===== src/rtl/rs232_clk_gen.sv =====
// Baud-rate clock-enable generator: bit-rate strobe plus 16x oversampling strobe.
// Optional mid-bit strobe is compiled in when RS232_CLK_GEN_MID_EN is defined.
`timescale 1ns/1ps

module rs232_clk_gen #(
    parameter int RS232_RATIO = 10417,
    parameter int CNT_W       = $clog2(RS232_RATIO)
) (
    input  logic clk,
    input  logic rst,
    output logic clk_rs232_en,
`ifdef RS232_CLK_GEN_MID_EN
    output logic clk_rs232_mid_en,
`endif
    output logic clk_rs232_x16_en
);

    // Refuse to build with a ratio the 16x accumulator cannot serve.
    if ((RS232_RATIO < 16) || (RS232_RATIO > 32'h00FF_FFFF)) begin : g_ratioCheck
        $error("rs232_clk_gen: RS232_RATIO=%0d outside legal range 16..16777215", RS232_RATIO);
    end
    if (CNT_W != $clog2(RS232_RATIO)) begin : g_widthCheck
        $error("rs232_clk_gen: CNT_W must equal $clog2(RS232_RATIO)");
    end

    localparam logic [CNT_W-1:0] LP_CNT_LAST = CNT_W'(RS232_RATIO - 1);
    localparam logic [CNT_W:0]   LP_RATIO    = (CNT_W + 1)'(RS232_RATIO);
    localparam logic [CNT_W:0]   LP_STEP     = (CNT_W + 1)'(16);

    logic [CNT_W-1:0] r_cnt;
    logic [CNT_W:0]   r_acc;
    logic             r_bitEn;
    logic             r_x16En;
    logic [CNT_W:0]   w_accNext;
    logic             w_cntWrap;

    // acc stays below RATIO, so acc+16 never reaches 2*RATIO and fits CNT_W+1 bits.
    assign w_accNext = r_acc + LP_STEP;
    assign w_cntWrap = (r_cnt == LP_CNT_LAST);

    always_ff @(posedge clk) begin
        if (rst) begin
            r_cnt   <= '0;
            r_acc   <= '0;
            r_bitEn <= 1'b0;
            r_x16En <= 1'b0;
        end else begin
            r_cnt   <= w_cntWrap ? '0 : r_cnt + CNT_W'(1);
            r_bitEn <= w_cntWrap;
            if (w_accNext >= LP_RATIO) begin
                r_acc   <= w_accNext - LP_RATIO;
                r_x16En <= 1'b1;
            end else begin
                r_acc   <= w_accNext;
                r_x16En <= 1'b0;
            end
        end
    end

    assign clk_rs232_en     = r_bitEn;
    assign clk_rs232_x16_en = r_x16En;

`ifdef RS232_CLK_GEN_MID_EN
    // Fires on the cnt (RATIO/2)-1 -> RATIO/2 edge, half a bit after the bit strobe.
    localparam logic [CNT_W-1:0] LP_CNT_MID_PRE = CNT_W'((RS232_RATIO / 2) - 1);

    logic r_midEn;

    always_ff @(posedge clk) begin
        if (rst) begin
            r_midEn <= 1'b0;
        end else begin
            r_midEn <= (r_cnt == LP_CNT_MID_PRE);
        end
    end

    assign clk_rs232_mid_en = r_midEn;
`endif

endmodule


===== config.mk =====
export PLATFORM = sky130hd
export DESIGN_NAME = rs232_clk_gen
export DESIGN_NICKNAME = d
export VERILOG_FILES = /design/src/rtl/rs232_clk_gen.sv
export SDC_FILE = /design/constraint.sdc
export NUM_CORES = 1
export LEC_CHECK = 0
export ABC_CLOCK_PERIOD_IN_PS = 4850
export CAP_MARGIN = 20
export CORE_UTILIZATION = 55
export DETAILED_ROUTE_END_ITERATION = 10
export GPL_TIMING_DRIVEN = 0
export MAX_ROUTING_LAYER = met4
export PLACE_DENSITY = 0.72
export SETUP_SLACK_MARGIN = 0.3
export SLEW_MARGIN = 15
export SYNTH_ARGS = -nofsm -noshare
export SYNTH_HDL_FRONTEND = slang
export SYNTH_SLANG_ARGS = --single-unit

===== constraint.sdc =====
create_clock -name clk -period 4.85 [get_ports clk]
set_input_delay 0.97 -clock clk [delete_from_list [all_inputs] [get_ports clk]]
set_output_delay 0.97 -clock clk [all_outputs]
set_load 0.02 [all_outputs]

==> impl_metrics.py, run 1 <==
metrics = {
    "sta": {
        "max_freq_ghz": 0.360,
        "period_share": 0.572,
        "worstMarginPinSlew_ns": 0.560,
        "tns_ns": 0,
        "fin_ws_ns": 2.08,
        "min_period_ns": 2.77,
        "grt_setup_unrepaired": "false",
        "clock-skew-final_ns": 0.00552,
        "relSlewSlack": 0.627,
        "report.final.slew_viol_count": 0,
        "setup-violations-final": 0,
        "final_hold_viol_count": 0,
    },
    "cts": {
        "cts_tree": "yes",
        "post-cts-setup-buffers": 0,
        "cts.sinks": 31,
        "post_cts_resized": 0,
        "clock_path_buffers": 2,
        "cts_root_buf": "clkbuf_4",
        "cts_buffers": 5,
        "holdBufCountCts": 0,
        "cts_htree_levels": 2,
        "clkTransAtPathRegs_ns": 0.09,
        "clk_latency_ns": 0.34,
    },
    "cells_and_area": {
        "syn_to_final_growth_pct": 6.23,
        "final_util": 0.634,
        "diodes": 0,
        "nFillCells": 286,
        "layout.nets": 236,
        "fin_area_um2": 1980,
        "multi_input_area_um2": 1140,
        "layout-drive-gt1-share": 0.115,
        "regArea_um2": 621,
    },
    "critical_path": {
        "rr_endpoint": "r_acc[9]",
        "crit_family": "compound AO/OA/AOI/OAI gates",
        "endpoint_kind": "flop",
        "worstReg2RegStart": "r_acc[5]",
        "rr_worst_depth": 9,
        "cp-start-kind": "flop",
        "worstPathMaxFanout": 8,
        "cp.arrival_ns": 3.04,
        "r2r_slack_ns": 2.08,
        "path_class": "flop to flop",
        "cp.required_ns": 5.11,
        "cp_cell_sequence": "ha_1, clkbuf_1, and3_1, a31oi_1, o21ai_0, a41oi_2, a21boi_4, or3_1, a21oi_1",
        "cpMaxStageDelayCell": "dfxtp_1",
        "path_buf_inv": 1,
        "critical_path.max_stage_delay_ns": 0.45,
    },
    "floorplan": {
        "initial_core_util": 0.597,
        "core-area_um2": 3130,
        "die_h_um": 60.3,
        "dieArea_um2": 3630,
        "io_pins": 4,
        "num_rows": 20,
        "die_x_um": 60.3,
    },
    "routing": {
        "drtAntennaViolNets": 0,
        "drt_wl_total_um": 3790,
        "drt_iter0_markers": 51,
        "via_count": 1595,
        "drt-pass1-iter-count": 4,
        "avgViaCountPerCell": 5.89,
        "drcViolationCount": 0,
        "wire_per_inst_um": 14.0,
    },
    "placed_design": {
        "gp_congestion": 0.855,
        "dp_hpwl_um": 2830,
        "io_buffers": 2,
        "dpl_cell_area_um2": 1940,
        "dpl_worst_slack_ns": 2.14,
    },
    "yosys": {
        "ys_types": 46,
        "ys_seq_area_frac": 0.332,
        "ys_async_sr_fraction": 0,
        "synth_seq_cells": 31,
        "dominantRegCellSynth": "dfxtp_1",
        "netlist_area_um2": 1870,
        "syn_avg_cell_area_um2": 8.53,
        "syn_nets": 227,
        "synthCells": 219,
        "ys_warn_count": 0,
        "synth_edf_count": 0,
    },
    "global_routing": {
        "grt.busiest_layer": "met2",
        "grt_pass1_vias": 1424,
        "antenna_found_initial": 0,
        "grt_pass1_wl_um": 6230,
        "grt_use_met2": 0.400,
        "grt-ovfl-total": 0,
        "grt_usage": 0.244,
        "met1_usage": 0.283,
        "gr-usage-met3": 0.0584,
        "grt_max_degree": 11,
    },
    "outcome": {
        "status": "finished clean",
    },
    "power_and_ir_drop": {
        "finalPower_uw": 427,
        "ir_worst_vdd_uv": 165,
        "leakagePower_uw": 0.000704,
        "p_per_area_nw_per_um2": 215,
    },
    "worst_hold_path": {
        "hold_path_class": "flop to flop",
        "min_path_cells": 2,
        "min_from": "r_cnt[7]",
        "whs_endpoint": "r_cnt[7]",
    },
    "flow_run": {
        "cap_violations": 0,
    },
}
cells in the final DEF, fill, tap and decap left out, types with 2 or more instances in the layout:
cell type        netlist  layout
and2_1                 2       2
nor2b_1                2       2
nand3_1                9       9
nor3b_2                2       2
xnor2_1                9       9
nor3_1                 8       8
dfxtp_1               31      31
nor3_2                 5       5
nor2_1                23      23
nor4_1                 3       3
buf_6                  3       3
o21a_1                 6       6
clkbuf_4               0       5
and3_1                 6       6
or3_1                  9       9
xor2_1                 9       9
a21oi_1               10      10
ha_1                   6       6
nand2_1               12      12
o21ai_1                4       4
inv_1                 12      12
clkdlybuf4s50_1        0       2
o31a_1                 2       2
o21ai_0                9       9
nand4_1                8       8
clkbuf_1               5       6
mux2i_1                2       2
or2_4                  2       2
worst min-delay path, stage by stage, from the launching register on:
cell and delay [ns]:
dfxtp_1 0.32, o21ai_0 0.07, a21oi_1 0.06
cells in the mapped netlist (3+ instances only):
cell type	instances	share of area
nand3_1	9	0.024
nor4_1	3	0.010
o21a_1	6	0.024
xor2_1	9	0.042
xnor2_1	9	0.042
nand2_1	12	0.024
buf_6	3	0.018
or3_1	9	0.030
a21oi_1	10	0.027
inv_1	12	0.024
dfxtp_1	31	0.33
clkbuf_1	5	0.010
nor3_1	8	0.021
ha_1	6	0.040
and3_1	6	0.020
nor2_1	23	0.046
nand4_1	8	0.027
o21ai_0	9	0.024
o21ai_1	4	0.011
nor3_2	5	0.027
layer usage:
layer | part of all wire | wire [um]
met3 | 0.030 | 114
met4 | 0.017 | 63
met1 | 0.45 | 1710
met2 | 0.50 | 1900
met5 | 0 | 0
how the worst max path moves through the flow:
stage	startpoint	end	slack, ns	cells after the start
after floorplan	r_acc[4]	r_acc[5]	2.57	10
final	r_acc[5]	r_acc[9]	2.08	9
after CTS	r_acc[5]	r_acc[9]	2.11	9
after detailed placement	r_acc[5]	r_acc[9]	2.14	9
after global routing	r_acc[5]	r_acc[9]	1.88	9
after global placement	r_acc[5]	r_acc[8]	2.25	10
registers in the layout (all words and copies together), names as in the netlist:
register,flops
clk_rs232_x16_en,1
clk_rs232_en,1
r_acc,15
r_cnt,14
final cells by class:
class	count	area share
Tap cell	44	0.0277
Buffer	10	0.0309
Multi-Input combinational cell	166	0.575
Sequential cell	31	0.313
Clock buffer	6	0.0208
Timing Repair Buffer	2	0.0101
Inverter	12	0.0227
report_power, final:
group | switching (uW) | leakage, uW | internal, uW
logic | 18.8 | 0.000429 | 10.9
clock network | 81.5 | 0.0000242 | 51.3
registers | 6.14 | 0.000251 | 259
total | 106 | 0.000704 | 321
per-stage QoR:
stage          hold WS [ns]  std cells
6_report              0.493        271
5_1_grt               0.537        271
4_1_cts               0.499        271
3_5_place_dp          0.486        265
3_3_place_gp          0.472        265
2_1_floorplan         0.453        219
kinds of logic (layout without fill, tap and decap cells):
kind of cell,Yosys count,in the layout,share of synthesized area
and+or+nand+nor,97,97,0.301
AOI/OAI and AO/OA,42,42,0.165
muxes,2,2,0.0107
xor gates and xnor gates,19,19,0.0931
adders and majority gates,6,6,0.0402
buffers and inverters,22,30,0.0569
DFF,31,31,0.332
No activity file was read; power rests on OpenSTA's default activity.
==> inputs of run 2 (changes only) <==
ABC_CLOCK_PERIOD_IN_PS = 2550   (was 4850)
PLACE_DENSITY = 0.75   (was 0.72)
clock period = 2.55 ns   (was 4.85 ns; I/O delays follow)
==> impl_metrics.py, run 2 (synthesis gave the netlist of run 1 again) <==
metrics = {
    "critical_path": {
        "cpMaxStageDelayCell": "dfxtp_2",
        "rr_endpoint": "r_acc[2]",
        "r2r_slack_ns": 0.19,
        "path_depth": 10,
        "path_class": "flop to flop",
        "crit_path_start": "r_acc[4]",
        "rr_worst_depth": 10,
        "cp_cell_sequence": "buf_6, buf_4, nand3_1, o21a_1, or2_4, a41oi_2, a21boi_4, clkbuf_4, o21ai_1, a21oi_1",
        "path_buf_inv": 3,
        "endpoint": "r_acc[2]",
        "cp.arrival_ns": 2.61,
        "endpoint_kind": "flop",
        "critical_path.max_stage_delay_ns": 0.36,
        "cp.required_ns": 2.80,
        "crit_family": "compound AO/OA/AOI/OAI gates",
        "cp-start-kind": "flop",
        "worstPathMaxFanout": 7,
        "worstReg2RegStart": "r_acc[4]",
    },
    "cells_and_area": {
        "layout-drive-gt1-share": 0.320,
        "regMostFlops": "r_acc",
        "reg_top3": "r_acc: 15 flops, r_cnt: 14 flops",
        "fin_cells": 291,
        "layout.nets": 254,
        "final_util": 0.766,
        "diodes": 0,
        "largest_reg_flops": 15,
        "final_common_cell": "dfxtp_1",
        "syn_to_final_growth_pct": 28.2,
        "layout_common_cells": "dfxtp_1 (25), nor2_1 (23), buf_4 (14)",
    },
    "routing": {
        "drtAntennaViolNets": 0,
        "wire_per_inst_um": 16.3,
        "drt_wl_total_um": 4730,
        "drt_iter0_markers": 83,
        "drt-pass1-iter-count": 4,
        "via_count": 1702,
        "avgViaCountPerCell": 5.85,
        "drcViolationCount": 0,
    },
    "floorplan": {
        "die_x_um": 60.3,
        "num_rows": 20,
        "die_h_um": 60.3,
        "io_pins": 4,
        "core-area_um2": 3130,
        "initial_core_util": 0.597,
        "dieArea_um2": 3630,
    },
    "sta": {
        "fin_ws_ns": 0.186,
        "relSlewSlack": 0.571,
        "grt_setup_unrepaired": "true",
        "max_freq_ghz": 0.423,
        "period_share": 0.927,
        "setup-violations-final": 0,
        "holdWs_ns": 0.495,
        "report.final.slew_viol_count": 0,
        "clock-skew-final_ns": 0.00541,
        "min_period_ns": 2.36,
        "final_hold_viol_count": 0,
        "worstMarginPinSlew_ns": 0.638,
    },
    "outcome": {
        "status": "finished clean",
    },
    "placed_design": {
        "dpl_worst_slack_ns": -0.139,
        "dp_cells": 265,
        "dp_hpwl_um": 2760,
        "io_buffers": 2,
        "gp_congestion": 0.844,
    },
    "power_and_ir_drop": {
        "seqPwrFrac": 0.542,
        "swShare": 0.244,
        "leakagePower_uw": 0.000870,
        "clock_power_share": 0.350,
        "switchingPower_uw": 226,
        "combPwrFrac": 0.108,
        "p_int_uw": 701,
        "p_per_area_nw_per_um2": 387,
        "ir_worst_vdd_uv": 356,
    },
    "global_routing": {
        "grt_usage": 0.272,
        "grt_pass1_wl_um": 7080,
        "grt_pass1_vias": 1543,
        "grt_max_degree": 11,
        "antenna_found_initial": 0,
        "grt-ovfl-total": 0,
    },
    "flow_run": {
        "cap_violations": 0,
    },
    "cts": {
        "cts_buffers": 5,
        "cts_root_buf": "clkbuf_4",
        "cts.sinks": 31,
        "clk_latency_ns": 0.33,
        "clock_path_buffers": 2,
        "clkTransAtPathRegs_ns": 0.09,
        "cts_htree_levels": 2,
        "cts_tree": "yes",
    },
    "worst_hold_path": {
        "hold_path_class": "flop to flop",
    },
}
run 2: cell types whose count changed in the layout (fill, tap and decap cells not counted), moves of 3 or more:
| cell | delta |
|---|---|
| dfxtp_4 | +5 |
| clkbuf_1 | -3 |
| buf_6 | +3 |
| nor3_2 | +5 |
| buf_4 | +14 |
| a21oi_1 | -3 |
| nor3_1 | -5 |
| dfxtp_1 | -6 |
run 2: layout make-up:
cell class | instances | area (um2)
repair buffers | 19 | 155
plain buffers | 10 | 83.8
clock buffers | 8 | 68.8
fillers | 212 | 733
inverters | 12 | 47.5
flip-flops and latches | 31 | 641
well taps | 44 | 55.1
multi-input cells | 167 | 1340
run 2: worst min path at each step:
stage	from	to	slack, ns	cells past startpoint
6_report	r_cnt[7]	r_cnt[7]	0.49	2
5_1_grt	r_cnt[7]	r_cnt[7]	0.52	2
4_1_cts	r_cnt[7]	r_cnt[7]	0.50	2
3_5_place_dp	r_cnt[0]	r_cnt[0]	0.48	1
2_1_floorplan	r_cnt[0]	r_cnt[0]	0.45	1
3_3_place_gp	r_cnt[7]	r_cnt[7]	0.47	2
run 2: through the flow:
stage	TNS (ns)	power [uW]	area [um2]
4_1_cts	0	916	2240
3_3_place_gp	-0.284	567	1950
3_5_place_dp	-1.09	570	1950
5_1_grt	0	963	2390
2_1_floorplan	0	556	1870
6_report	0	927	2390
run 2: layer usage:
| metal | GRT usage | up-vias | wire [um] |
|---|---|---|---|
| li1 | - | 841 | - |
| met1 | 0.324 | 818 | 2090 |
| met2 | 0.438 | 39 | 2420 |
| met3 | 0.0758 | 4 | 186 |
| met4 | 0.0897 | 0 | 33 |
| met5 | - | - | 0 |
run 2: timing repair:
action                                  4_1_cts  5_1_grt
hold buffers                                  0        0
endpoints found under the setup margin       15       15
gates cloned                                  1        2
buffers inserted                             10        5
pin swaps                                    15       15
resized for setup                            37       22
run 2: power by group through the flow:
stage	Clock, uW	Combinational (uW)	Sequential, uW
4_1_cts	330	82.5	503
6_report	324	99.6	503
2_1_floorplan	0	44.8	512
3_3_place_gp	0	52.9	515
5_1_grt	353	105	504
3_5_place_dp	0	54.9	515
run 2: worst reg2reg max path: cells and delay by family (launching register included):
| family | cells | cell delay, ns |
|---|---|---|
| compound gates | 5 | 1.06 |
| buf+inv | 3 | 0.50 |
| simple gates | 2 | 0.37 |
| flops | 1 | 0.36 |
==> inputs of run 3 (changes only) <==
PLACE_DENSITY = 0.73   (was 0.75)
==> impl_metrics.py, run 3 (synthesis gave the netlist of run 1 again) <==
metrics = {
    "routing": {
        "avgViaCountPerCell": 6.28,
        "drtAntennaViolNets": 0,
        "drcViolationCount": 0,
        "drt_wl_total_um": 5320,
        "wire_per_inst_um": 18.2,
        "drt-pass1-iter-count": 4,
        "via_count": 1835,
        "drt_iter0_markers": 127,
    },
    "global_routing": {
        "antenna_found_initial": 0,
        "grt-ovfl-total": 0,
        "grt_pass1_wl_um": 7530,
        "grt_max_degree": 11,
        "grt_usage": 0.293,
        "grt_pass1_vias": 1652,
    },
    "floorplan": {
        "dieArea_um2": 3630,
        "die_x_um": 60.3,
        "io_pins": 4,
        "num_rows": 20,
        "die_h_um": 60.3,
        "core-area_um2": 3130,
        "initial_core_util": 0.597,
    },
    "cells_and_area": {
        "diodes": 0,
        "fin_cells": 292,
        "final_common_cell": "dfxtp_1",
        "regMostFlops": "r_acc",
        "layout.nets": 256,
        "layout_common_cells": "dfxtp_1 (25), nor2_1 (23), buf_4 (16)",
        "largest_reg_flops": 15,
        "syn_to_final_growth_pct": 32.2,
        "layout-drive-gt1-share": 0.335,
        "reg_top3": "r_acc: 15 flops, r_cnt: 14 flops",
    },
    "critical_path": {
        "cp_cell_sequence": "ha_4, buf_8, xnor2_4, nand4_1, nor2_1, a41oi_2, buf_4, a21boi_4, or3_1, a21oi_1",
        "cpMaxStageDelayCell": "dfxtp_4",
        "endpoint_kind": "flop",
        "cp.arrival_ns": 2.68,
        "critical_path.max_stage_delay_ns": 0.38,
        "worstPathMaxFanout": 7,
        "path_class": "flop to flop",
        "cp-start-kind": "flop",
        "cp.required_ns": 2.81,
    },
    "placed_design": {
        "dp_hpwl_um": 2850,
        "io_buffers": 2,
        "gp_congestion": 0.842,
        "dpl_worst_slack_ns": -0.103,
        "dp_cells": 265,
    },
    "cts": {
        "cts_htree_levels": 2,
        "cts_tree": "yes",
        "clock_path_buffers": 2,
        "clk_latency_ns": 0.33,
        "cts.sinks": 31,
        "holdBufCountCts": 0,
        "cts_buffers": 5,
        "cts_root_buf": "clkbuf_4",
        "clkTransAtPathRegs_ns": 0.10,
    },
    "sta": {
        "min_period_ns": 2.42,
        "fin_ws_ns": 0.127,
        "worstMarginPinSlew_ns": 0.739,
        "relSlewSlack": 0.504,
        "report.final.slew_viol_count": 0,
        "tns_ns": 0,
        "setup-violations-final": 0,
        "clock-skew-final_ns": 0.00514,
        "final_hold_viol_count": 0,
        "grt_setup_unrepaired": "true",
        "max_freq_ghz": 0.413,
        "period_share": 0.950,
    },
    "worst_hold_path": {
        "hold_path_class": "flop to flop",
    },
    "power_and_ir_drop": {
        "ir_worst_vdd_uv": 320,
        "finalPower_uw": 901,
        "p_per_area_nw_per_um2": 365,
        "leakagePower_uw": 0.000930,
    },
    "flow_run": {
        "cap_violations": 0,
    },
    "outcome": {
        "status": "finished clean",
    },
}
==> run 3: timing repair <==
action | CTS | global route
gates resized for setup | 40 | 26
endpoints found under the setup margin | 15 | 16
pin swaps | 14 | 22
gates cloned | 3 | 0
buffers inserted | 11 | 6
==> run 3: worst paths after layout <==
path                   from        end  slack [ns]  cells past startpoint
setup reg to reg   r_acc[5]   r_acc[3]        0.13                     10
hold reg to reg   r_cnt[13]  r_cnt[13]        0.49                      2
hold / removal    r_cnt[13]  r_cnt[13]        0.49                      2
setup / recovery   r_acc[5]   r_acc[3]        0.13                     10
==> run 3: power breakdown <==
group / total [uW] / switching (uW) / internal [uW] / leakage, uW
sequential: 507 / 15.6 / 491 / 0.000255
clock: 301 / 174 / 128 / 0.0000341
combinational: 93.3 / 51.7 / 41.5 / 0.000641
total: 901 / 241 / 660 / 0.000930
==> run 3: worst max-delay path, delay by kind of cell (launching register included) <==
| kind | cells | cell delay [ns] |
|---|---|---|
| AOI/OAI and AO/OA | 3 | 0.49 |
| xor gates and xnor gates | 1 | 0.23 |
| adders and majority gates | 1 | 0.16 |
| buffers and inverters | 2 | 0.32 |
| DFF | 1 | 0.38 |
| and+or+nand+nor | 3 | 0.75 |
==> run 3: cell type report <==
type	instances	area [um2]
Clock buffer	6	51.3
Buffer	10	83.8
Multi-Input combinational cell	167	1410
Clock inverter	1	5.00
Fill cell	179	658
Sequential cell	31	638
Tap cell	44	55.1
Timing Repair Buffer	21	183
Inverter	12	47.5
==> run 3: layer usage <==
layer | up-vias | global-route usage | share of wire | wire length (um)
li1 | 850 | - | - | -
met1 | 897 | 0.339 | 0.43 | 2280
met2 | 65 | 0.454 | 0.50 | 2640
met3 | 23 | 0.0801 | 0.043 | 228
met4 | 0 | 0.166 | 0.033 | 176
met5 | - | - | 0 | 0
==> run 3: stage by stage <==
| step | hold slack (ns) | cell area, um2 | util |
|---|---|---|---|
| 4_1_cts | 0.499 | 2270 | 0.726 |
| 3_5_place_dp | 0.484 | 1950 | 0.622 |
| 6_report | 0.493 | 2470 | 0.790 |
| 2_1_floorplan | 0.453 | 1870 | - |
| 5_1_grt | 0.531 | 2470 | 0.790 |
| 3_3_place_gp | 0.472 | 1950 | 0.622 |
